<file path="src/rtl/i2s_tx_serializer_pkg.sv">
// Package: i2s_tx_serializer_pkg
// Purpose: I2S format constants and default widths shared by the transmit
//          serializer, its bit-clock generator and the receive-side blocks.
// Contents:
//   DEF_*          default sample/slot widths and MCLK-to-BCK divide ratio
//   WS_LEFT/RIGHT  word-select polarity (0 = left channel)
//   MSB_DELAY_BCK  Philips format: MSB follows the WS transition by one BCK
//   load_kind_e    what the shifter receives at a frame boundary
//   wsForBit       word-select level for a given bit position in the frame
package i2s_tx_serializer_pkg;

  localparam int DEF_SAMPLE_WIDTH = 24;
  localparam int DEF_SLOT_WIDTH   = 32;
  localparam int DEF_BCK_HALF_DIV = 2;

  localparam logic WS_LEFT  = 1'b0;
  localparam logic WS_RIGHT = 1'b1;

  localparam int MSB_DELAY_BCK = 1;

  typedef enum logic [1:0] {
    LOAD_NONE,
    LOAD_FRAME,
    LOAD_MUTED,
    LOAD_UNDERRUN
  } load_kind_e;

  // WS switches MSB_DELAY_BCK bits ahead of each slot, so the right-channel
  // window is the slot range shifted earlier by that delay.
  function automatic logic wsForBit(input int bitIdx, input int slotWidth);
    if ((bitIdx >= slotWidth - MSB_DELAY_BCK) &&
        (bitIdx <= 2 * slotWidth - 1 - MSB_DELAY_BCK))
      return WS_RIGHT;
    return WS_LEFT;
  endfunction

endpackage

</file>
<file path="src/rtl/i2s_tx_serializer_if.sv">
// Interface: i2s_tx_serializer_if
// Purpose: parallel stereo PCM handshake between the sample-rate conversion
//          stage (master) and the I2S transmitter (slave).
// Signals:
//   sample_l_i / sample_r_i  two's-complement sample pair
//   valid_i                  pair is valid
//   ready_o                  transmitter accepts the pair this cycle
//   mute_i                   transmit zeros (pairs are still consumed)
interface i2s_tx_serializer_if #(
  parameter int SAMPLE_WIDTH = 24
);

  logic [SAMPLE_WIDTH-1:0] sample_l_i;
  logic [SAMPLE_WIDTH-1:0] sample_r_i;
  logic                    valid_i;
  logic                    ready_o;
  logic                    mute_i;

  modport master (
    output sample_l_i, sample_r_i, valid_i, mute_i,
    input  ready_o
  );

  modport slave (
    input  sample_l_i, sample_r_i, valid_i, mute_i,
    output ready_o
  );

endinterface

</file>
<file path="src/rtl/i2s_tx_serializer_bck_gen.sv">
// Module: i2s_bck_gen
// Purpose: derives the I2S bit clock and word select from the audio master
//          clock and tracks the bit position within the stereo frame.
// Ports:
//   i_clk, i_rst   master clock, synchronous active-high reset
//   o_asclk        registered bit clock
//   o_alrclk       registered word select (0 = left)
//   o_fallEvt      high in the cycle whose edge drops the bit clock
//   o_frameLoad    fall event on which the bit counter wraps to 0
module i2s_bck_gen
  import i2s_tx_serializer_pkg::*;
#(
  parameter int SLOT_WIDTH   = DEF_SLOT_WIDTH,
  parameter int BCK_HALF_DIV = DEF_BCK_HALF_DIV
) (
  input  logic i_clk,
  input  logic i_rst,
  output logic o_asclk,
  output logic o_alrclk,
  output logic o_fallEvt,
  output logic o_frameLoad
);

  localparam int DIV_MAX = 2 * BCK_HALF_DIV - 1;
  localparam int DIV_W   = $clog2(2 * BCK_HALF_DIV);
  localparam int BIT_MAX = 2 * SLOT_WIDTH - 1;
  localparam int BIT_W   = $clog2(2 * SLOT_WIDTH);

  logic [DIV_W-1:0] r_divCnt;
  logic [DIV_W-1:0] w_divNext;
  logic [BIT_W-1:0] r_bitCnt;
  logic [BIT_W-1:0] w_bitNext;
  logic             w_fallEvt;
  logic             r_asclk;
  logic             r_alrclk;

  // Next-state values for the divider and bit counter; the fall event is
  // the last divider count, so the wrap edge is the one that drops BCK.
  always_comb begin
    w_fallEvt = (r_divCnt == DIV_W'(DIV_MAX));
    w_divNext = w_fallEvt ? '0 : r_divCnt + 1'b1;
    w_bitNext = (r_bitCnt == BIT_W'(BIT_MAX)) ? '0 : r_bitCnt + 1'b1;
  end

  // BCK is registered from the next divider count so the output always
  // equals (div_cnt >= BCK_HALF_DIV) with no combinational glitching.
  // The bit counter resets to its last value so the first fall event
  // starts a fresh frame at bit 0.
  always_ff @(posedge i_clk) begin
    if (i_rst) begin
      r_divCnt <= '0;
      r_bitCnt <= BIT_W'(BIT_MAX);
      r_asclk  <= 1'b0;
      r_alrclk <= WS_LEFT;
    end else begin
      r_divCnt <= w_divNext;
      r_asclk  <= (w_divNext >= DIV_W'(BCK_HALF_DIV));
      if (w_fallEvt) begin
        r_bitCnt <= w_bitNext;
        r_alrclk <= wsForBit(int'(w_bitNext), SLOT_WIDTH);
      end
    end
  end

  assign o_asclk     = r_asclk;
  assign o_alrclk    = r_alrclk;
  assign o_fallEvt   = w_fallEvt;
  assign o_frameLoad = w_fallEvt && (r_bitCnt == BIT_W'(BIT_MAX));

endmodule

</file>
<file path="src/rtl/i2s_tx_serializer.sv">
// Module: i2s_tx_serializer
// Purpose: Philips I2S transmitter. Accepts stereo PCM pairs through a
//          valid/ready handshake into a one-deep holding register and
//          shifts them out MSB-first while a second pair can be queued.
// Ports:
//   AMCLK_i, ARST_i  audio master clock, synchronous active-high reset
//   pcm              slave side of the PCM handshake interface
//   ASCLK_o          I2S bit clock (this block is the bit-clock master)
//   ALRCLK_o         I2S word select (0 = left)
//   ASDATA_o         I2S serial data, changes on BCK falling edges
//   frame_start_o    1-cycle strobe when a frame enters the shifter
//   underrun_o       1-cycle strobe when that frame found no queued pair
module i2s_tx_serializer
  import i2s_tx_serializer_pkg::*;
#(
  parameter int SAMPLE_WIDTH = DEF_SAMPLE_WIDTH,
  parameter int SLOT_WIDTH   = DEF_SLOT_WIDTH,
  parameter int BCK_HALF_DIV = DEF_BCK_HALF_DIV
) (
  input  logic               AMCLK_i,
  input  logic               ARST_i,
  i2s_tx_serializer_if.slave pcm,
  output logic               ASCLK_o,
  output logic               ALRCLK_o,
  output logic               ASDATA_o,
  output logic               frame_start_o,
  output logic               underrun_o
);

  localparam int FRAME_W = 2 * SLOT_WIDTH;
  localparam int PAD_W   = SLOT_WIDTH - SAMPLE_WIDTH;

  logic                    w_fallEvt;
  logic                    w_frameLoad;
  logic                    w_ready;
  logic                    w_xfer;
  load_kind_e              w_loadKind;
  logic [SLOT_WIDTH-1:0]   w_slotL;
  logic [SLOT_WIDTH-1:0]   w_slotR;
  logic [FRAME_W-1:0]      w_shiftNext;
  logic [SAMPLE_WIDTH-1:0] r_holdL;
  logic [SAMPLE_WIDTH-1:0] r_holdR;
  logic                    r_holdFull;
  logic [FRAME_W-1:0]      r_shift;
  logic                    r_asdata;
  logic                    r_frameStart;
  logic                    r_underrun;

  i2s_bck_gen #(
    .SLOT_WIDTH   (SLOT_WIDTH),
    .BCK_HALF_DIV (BCK_HALF_DIV)
  ) u_bckGen (
    .i_clk       (AMCLK_i),
    .i_rst       (ARST_i),
    .o_asclk     (ASCLK_o),
    .o_alrclk    (ALRCLK_o),
    .o_fallEvt   (w_fallEvt),
    .o_frameLoad (w_frameLoad)
  );

  // The holding register frees up in the very cycle it is loaded into the
  // shifter, so a new pair can be taken on that same edge.
  assign w_ready     = !ARST_i && (!r_holdFull || w_frameLoad);
  assign w_xfer      = pcm.valid_i && w_ready;
  assign pcm.ready_o = w_ready;

  // Samples sit left-justified in their slot; the trailing bits are zero.
  assign w_slotL = SLOT_WIDTH'(r_holdL) << PAD_W;
  assign w_slotR = SLOT_WIDTH'(r_holdR) << PAD_W;

  // Decide what the shifter takes at a frame boundary. Mute is looked at
  // only here, so toggling it mid-frame cannot disturb the bits in flight.
  always_comb begin
    w_loadKind = LOAD_NONE;
    if (w_frameLoad) begin
      if (!r_holdFull)
        w_loadKind = LOAD_UNDERRUN;
      else if (pcm.mute_i)
        w_loadKind = LOAD_MUTED;
      else
        w_loadKind = LOAD_FRAME;
    end
  end

  // Shifter next value: a fresh frame at the boundary, otherwise one bit
  // left per BCK. Its MSB is the bit driven on ASDATA_o, which lets the
  // left MSB appear in the same registered update as the load.
  always_comb begin
    w_shiftNext = r_shift;
    case (w_loadKind)
      LOAD_FRAME:    w_shiftNext = {w_slotL, w_slotR};
      LOAD_MUTED:    w_shiftNext = '0;
      LOAD_UNDERRUN: w_shiftNext = '0;
      default:       if (w_fallEvt) w_shiftNext = r_shift << 1;
    endcase
  end

  // Holding register, shifter and strobes. An accept and a load on the
  // same edge leave the holding register full with the new pair while the
  // shifter has already taken the old one from the combinational path.
  always_ff @(posedge AMCLK_i) begin
    if (ARST_i) begin
      r_holdL      <= '0;
      r_holdR      <= '0;
      r_holdFull   <= 1'b0;
      r_shift      <= '0;
      r_asdata     <= 1'b0;
      r_frameStart <= 1'b0;
      r_underrun   <= 1'b0;
    end else begin
      if (w_xfer) begin
        r_holdL    <= pcm.sample_l_i;
        r_holdR    <= pcm.sample_r_i;
        r_holdFull <= 1'b1;
      end else if (w_frameLoad) begin
        r_holdFull <= 1'b0;
      end
      r_shift <= w_shiftNext;
      if (w_fallEvt)
        r_asdata <= w_shiftNext[FRAME_W-1];
      r_frameStart <= w_frameLoad;
      r_underrun   <= (w_loadKind == LOAD_UNDERRUN);
    end
  end

  assign ASDATA_o      = r_asdata;
  assign frame_start_o = r_frameStart;
  assign underrun_o    = r_underrun;

endmodule
</file>
<file path="src/flat_wrapper.sv">
// flat-port wrapper written by rule: the top's interface ports become plain ports
module i2s_tx_serializer_flat import i2s_tx_serializer_pkg::*;
#(
  parameter int SAMPLE_WIDTH = DEF_SAMPLE_WIDTH,
  parameter int SLOT_WIDTH   = DEF_SLOT_WIDTH,
  parameter int BCK_HALF_DIV = DEF_BCK_HALF_DIV
)
  (AMCLK_i, ARST_i, ASCLK_o, ALRCLK_o, ASDATA_o, frame_start_o, underrun_o, pcm_sample_l_i, pcm_sample_r_i, pcm_valid_i, pcm_mute_i, pcm_ready_o);
  i2s_tx_serializer_if #(.SAMPLE_WIDTH(SAMPLE_WIDTH)) pcm_i ();
  input  logic AMCLK_i;
  input  logic ARST_i;
  output logic ASCLK_o;
  output logic ALRCLK_o;
  output logic ASDATA_o;
  output logic frame_start_o;
  output logic underrun_o;
  input wire logic [$bits(pcm_i.sample_l_i)-1:0] pcm_sample_l_i;
  input wire logic [$bits(pcm_i.sample_r_i)-1:0] pcm_sample_r_i;
  input wire logic [$bits(pcm_i.valid_i)-1:0] pcm_valid_i;
  input wire logic [$bits(pcm_i.mute_i)-1:0] pcm_mute_i;
  output wire logic [$bits(pcm_i.ready_o)-1:0] pcm_ready_o;
  assign pcm_i.sample_l_i = pcm_sample_l_i;
  assign pcm_i.sample_r_i = pcm_sample_r_i;
  assign pcm_i.valid_i = pcm_valid_i;
  assign pcm_i.mute_i = pcm_mute_i;
  assign pcm_ready_o = pcm_i.ready_o;
  i2s_tx_serializer #(.SAMPLE_WIDTH(SAMPLE_WIDTH), .SLOT_WIDTH(SLOT_WIDTH), .BCK_HALF_DIV(BCK_HALF_DIV)) u_core (.AMCLK_i(AMCLK_i), .ARST_i(ARST_i), .pcm(pcm_i), .ASCLK_o(ASCLK_o), .ALRCLK_o(ALRCLK_o), .ASDATA_o(ASDATA_o), .frame_start_o(frame_start_o), .underrun_o(underrun_o));
endmodule
</file>
<file path="config.mk">
export PLATFORM = sky130hd
export DESIGN_NAME = i2s_tx_serializer_flat
export DESIGN_NICKNAME = d
export VERILOG_FILES = /design/src/rtl/i2s_tx_serializer_pkg.sv /design/src/rtl/i2s_tx_serializer_if.sv /design/src/rtl/i2s_tx_serializer_bck_gen.sv /design/src/rtl/i2s_tx_serializer.sv /design/src/flat_wrapper.sv
export SDC_FILE = /design/constraint.sdc
export NUM_CORES = 1
export LEC_CHECK = 0
export ABC_CLOCK_PERIOD_IN_PS = 4490
export CAP_MARGIN = 30
export CORE_MARGIN = 3
export CORE_UTILIZATION = 30
export CTS_BUF_LIST = sky130_fd_sc_hd__clkbuf_4 sky130_fd_sc_hd__clkbuf_8
export CTS_CLUSTER_DIAMETER = 100
export CTS_CLUSTER_SIZE = 30
export DETAILED_ROUTE_END_ITERATION = 7
export SKIP_CTS_REPAIR_TIMING = 1
export SLEW_MARGIN = 20
export SYNTH_ARGS = -nofsm -noshare
export SYNTH_HDL_FRONTEND = slang
export SYNTH_HIERARCHICAL = 1
export SYNTH_SLANG_ARGS = --single-unit
</file>
<file path="constraint.sdc">
create_clock -name AMCLK_i -period 4.49 [get_ports AMCLK_i]
set_input_delay 0.898 -clock AMCLK_i [delete_from_list [all_inputs] [get_ports AMCLK_i]]
set_output_delay 0.898 -clock AMCLK_i [all_outputs]
set_load 0.02 [all_outputs]
</file>
==> results.json <==
{
  "status": "finished clean",
  "drv_slew": 0,
  "reg2reg_depth": 6,
  "r2r_setup_slack_ns": 1.38,
  "crit_type": "reg -> out",
  "fillers": 1609,
  "switching_power_w": 0.000575,
  "fin_crit_sh": 0.830,
  "final_nets": 592,
  "crit_path_end_kind": "output port",
  "cts_buffers": 17,
  "final_common_cell": "dfxtp_1",
  "hp-start": "u_core/u_bckGen/r_divCnt[0]",
  "worst_skew_pair.late_latency_ns": 0.42,
  "p_int_w": 0.00176,
  "ir_drop_v": 0.000191,
  "via_per_inst": 4.77,
  "htreeDepth": 4,
  "start_kind": "flip-flop",
  "clock_sinks": 123,
  "netlist_area_um2": 5120,
  "hold_path.class": "reg -> reg",
  "cellLeakagePower_nw": 2.21,
  "antenna_cells": 0,
  "num_vias": 3667,
  "grtUsageTotal": 0.120,
  "numPortBuffers": 57,
  "yosys_warnings": 6,
  "rows": 47,
  "wl_per_cell_um": 13.7,
  "p_per_area_nw_per_um2": 376,
  "first_iter_violations": 151,
  "seq_area_frac_synth": 0.480,
  "cts_tree": "done",
  "startpoint": "u_core/u_bckGen/r_bitCnt[0]",
  "drive_gt1_frac": 0.148,
  "finalSetupTns_ns": 0,
  "grt_max_degree": 92,
  "drcViolationCount": 0,
  "ant_nets": 0,
  "combPwrFrac": 0.111,
  "die_x_um": 137,
  "switching_share": 0.246,
  "regArea_um2": 2460,
  "grt_pass1_wl_um": 17900,
  "cts.path.max_buffers": 2,
  "ys_types": 44,
  "maxCapViolCount": 0,
  "grt_remaining_overflow": 0,
  "fin_util": 0.373,
  "syn_nets": 554,
  "worst_pin_slew_ns": 0.921,
  "worstReg2RegEnd": "u_core/r_shift[14]",
  "skew_ns": 0.00960,
  "ios": 58,
  "syn2layout_area_growth_pct": 21.2,
  "required_ns": 3.59,
  "power_frac_seq": 0.493,
  "root_buffer": "clkbuf_8",
  "core-area_um2": 16600,
  "arrival_ns": 2.83,
  "mostFrequentLayoutCells": "dfxtp_1, mux2i_1, clkdlybuf4s50_1",
  "die_area_um2": 18700,
  "clkTransAtPathRegs_ns": 0.07,
  "rr_startpoint": "u_core/u_bckGen/r_bitCnt[0]",
  "ys_seq_elements": 123,
  "wirelength_um": 10500,
  "synth_cells": 498,
  "multi_input_area_um2": 2250,
  "max_freq_mhz": 268,
  "hold_viol": 0,
  "drt_pass1_iterations": 5,
  "die_h_um": 137,
  "antenna_found_initial": 0,
  "first_global_vias": 3786,
  "relSlewSlack": 0.384,
  "crit_path_end": "pcm_ready_o",
  "cp_max_fo": 10,
  "initial_core_util": 0.308,
  "syn_avg_cell_area_um2": 10.3,
  "rsz0062_at_grt": "false",
  "fin_crit_ns": 3.73,
  "place_congestion": 0.776,
  "dp_hpwl_um": 6850,
  "p_clk_frac": 0.397,
  "setup_viol": 0
}
[flip-flops by register name (all words and copies together), names as in the netlist]
name / count
u_core/ASDATA_o: 1
u_core/frame_start_o: 1
u_core/r_holdFull: 1
u_core/r_holdL: 24
u_core/r_holdR: 24
u_core/r_shift: 62
u_core/u_bckGen/o_alrclk: 1
u_core/u_bckGen/r_bitCnt: 6
u_core/u_bckGen/r_divCnt: 2
u_core/underrun_o: 1
[how the worst min path moves through the flow]
stage / endpoint / slack, ns / cells past startpoint
floorplan: u_core/u_bckGen/r_divCnt[0] / 0.39 / 1
global placement: u_core/u_bckGen/r_divCnt[0] / 0.45 / 1
detailed placement: u_core/u_bckGen/r_divCnt[0] / 0.46 / 1
CTS: u_core/u_bckGen/r_divCnt[0] / 0.47 / 1
global route: u_core/u_bckGen/r_divCnt[0] / 0.50 / 1
finish: u_core/u_bckGen/r_divCnt[0] / 0.47 / 1
[through the flow]
step                      total power [W]  hold slack [ns]  instance area [um2]  worst slack, ns  std cells
after detailed placement          0.00143            0.462                 5830             1.19        737
after floorplan                   0.00134            0.394                 5120             1.62        498
after global routing              0.00245            0.496                 6210            0.501        768
after global placement            0.00142            0.452                 5780             1.29        735
final                             0.00233            0.472                 6210            0.763        768
after CTS                         0.00237            0.474                 6210            0.725        768
[metal layers]
layer | up-vias | wire [um] | track usage
met1 | 1702 | 4720 | 0.145
li1 | 1879 | - | -
met2 | 77 | 5080 | 0.197
met3 | 9 | 516 | 0.0360
met5 | - | 0 | 0
met4 | 0 | 186 | 0.0554
[cells by family (layout without fill, tap and decap cells)]
family	count (synthesis)	count (layout)	share of synthesized area
AO/OA/AOI/OAI	124	124	0.193
XOR/XNOR	1	1	0.00171
adder cells (fa/ha/maj)	4	4	0.00977
buffers and inverters	97	147	0.0837
flip-flops	123	123	0.480
multiplexers	79	79	0.155
AND/OR/NAND/NOR	70	70	0.0767
[layout make-up]
class / count / share of cell area
clock buffers: 19 / 0.0411
clock inverters: 12 / 0.0201
inverters: 51 / 0.0308
multi-input cells: 278 / 0.362
flip-flops and latches: 123 / 0.396
well taps: 220 / 0.0443
repair buffers: 65 / 0.105
[cell usage after synthesis]
| library cell | count | area [um2] |
|---|---|---|
| dfxtp_1 | 123 | 2460 |
| mux2i_1 | 78 | 781 |
| inv_1 | 51 | 191 |
| a211oi_1 | 30 | 225 |
| o32ai_1 | 30 | 263 |
| a31o_2 | 28 | 245 |
| buf_2 | 22 | 110 |
| nor2_1 | 22 | 82.6 |
| nand2b_1 | 20 | 125 |
| clkbuf_1 | 18 | 67.6 |
| o22ai_1 | 17 | 106 |
| nor2b_1 | 5 | 31.3 |
| buf_6 | 4 | 45.0 |
| ha_1 | 4 | 50.1 |
| nand2_1 | 4 | 15.0 |
| a21oi_1 | 3 | 15.0 |
| nand3b_1 | 3 | 22.5 |
| nor3_1 | 3 | 15.0 |
| o21ai_0 | 3 | 15.0 |
| a31o_1 | 2 | 17.5 |
| and3_1 | 2 | 12.5 |
| buf_4 | 2 | 15.0 |
| nand4b_1 | 2 | 17.5 |
| o21bai_1 | 2 | 15.0 |
| a2111oi_2 | 1 | 15.0 |
| a211o_2 | 1 | 10.0 |
| a21bo_2 | 1 | 10.0 |
| a21boi_2 | 1 | 11.3 |
| a221oi_1 | 1 | 8.76 |
| a311oi_1 | 1 | 8.76 |
| and3_4 | 1 | 11.3 |
| and3b_2 | 1 | 10.0 |
| mux2_2 | 1 | 11.3 |
| nand2b_2 | 1 | 8.76 |
| nand3_1 | 1 | 5.00 |
| nand3_2 | 1 | 10.0 |
| nand4_1 | 1 | 6.26 |
| nor3b_1 | 1 | 7.51 |
| o2111ai_1 | 1 | 8.76 |
| o211ai_1 | 1 | 7.51 |
| o31ai_1 | 1 | 7.51 |
| or2_2 | 1 | 6.26 |
| or3_1 | 1 | 6.26 |
| xor2_1 | 1 | 8.76 |
[power by group through the flow]
stage                     sequential (W)  clock [W]  combinational (W)
after detailed placement         0.00117          0           0.000260
final                            0.00115   0.000926           0.000259
after CTS                        0.00115   0.000964           0.000261
after global placement           0.00117          0           0.000249
after floorplan                  0.00117          0           0.000171
after global routing             0.00115    0.00101           0.000285
[critical path, stage by stage, from the launching register on]
cell,delay [ns]
dfxtp_1,0.51
ha_1,0.35
nand2_1,0.11
nor3_1,0.48
nor2b_1,0.15
nor2_2,0.17
clkdlybuf4s50_1,0.62
(Power assumes the default switching activity.)
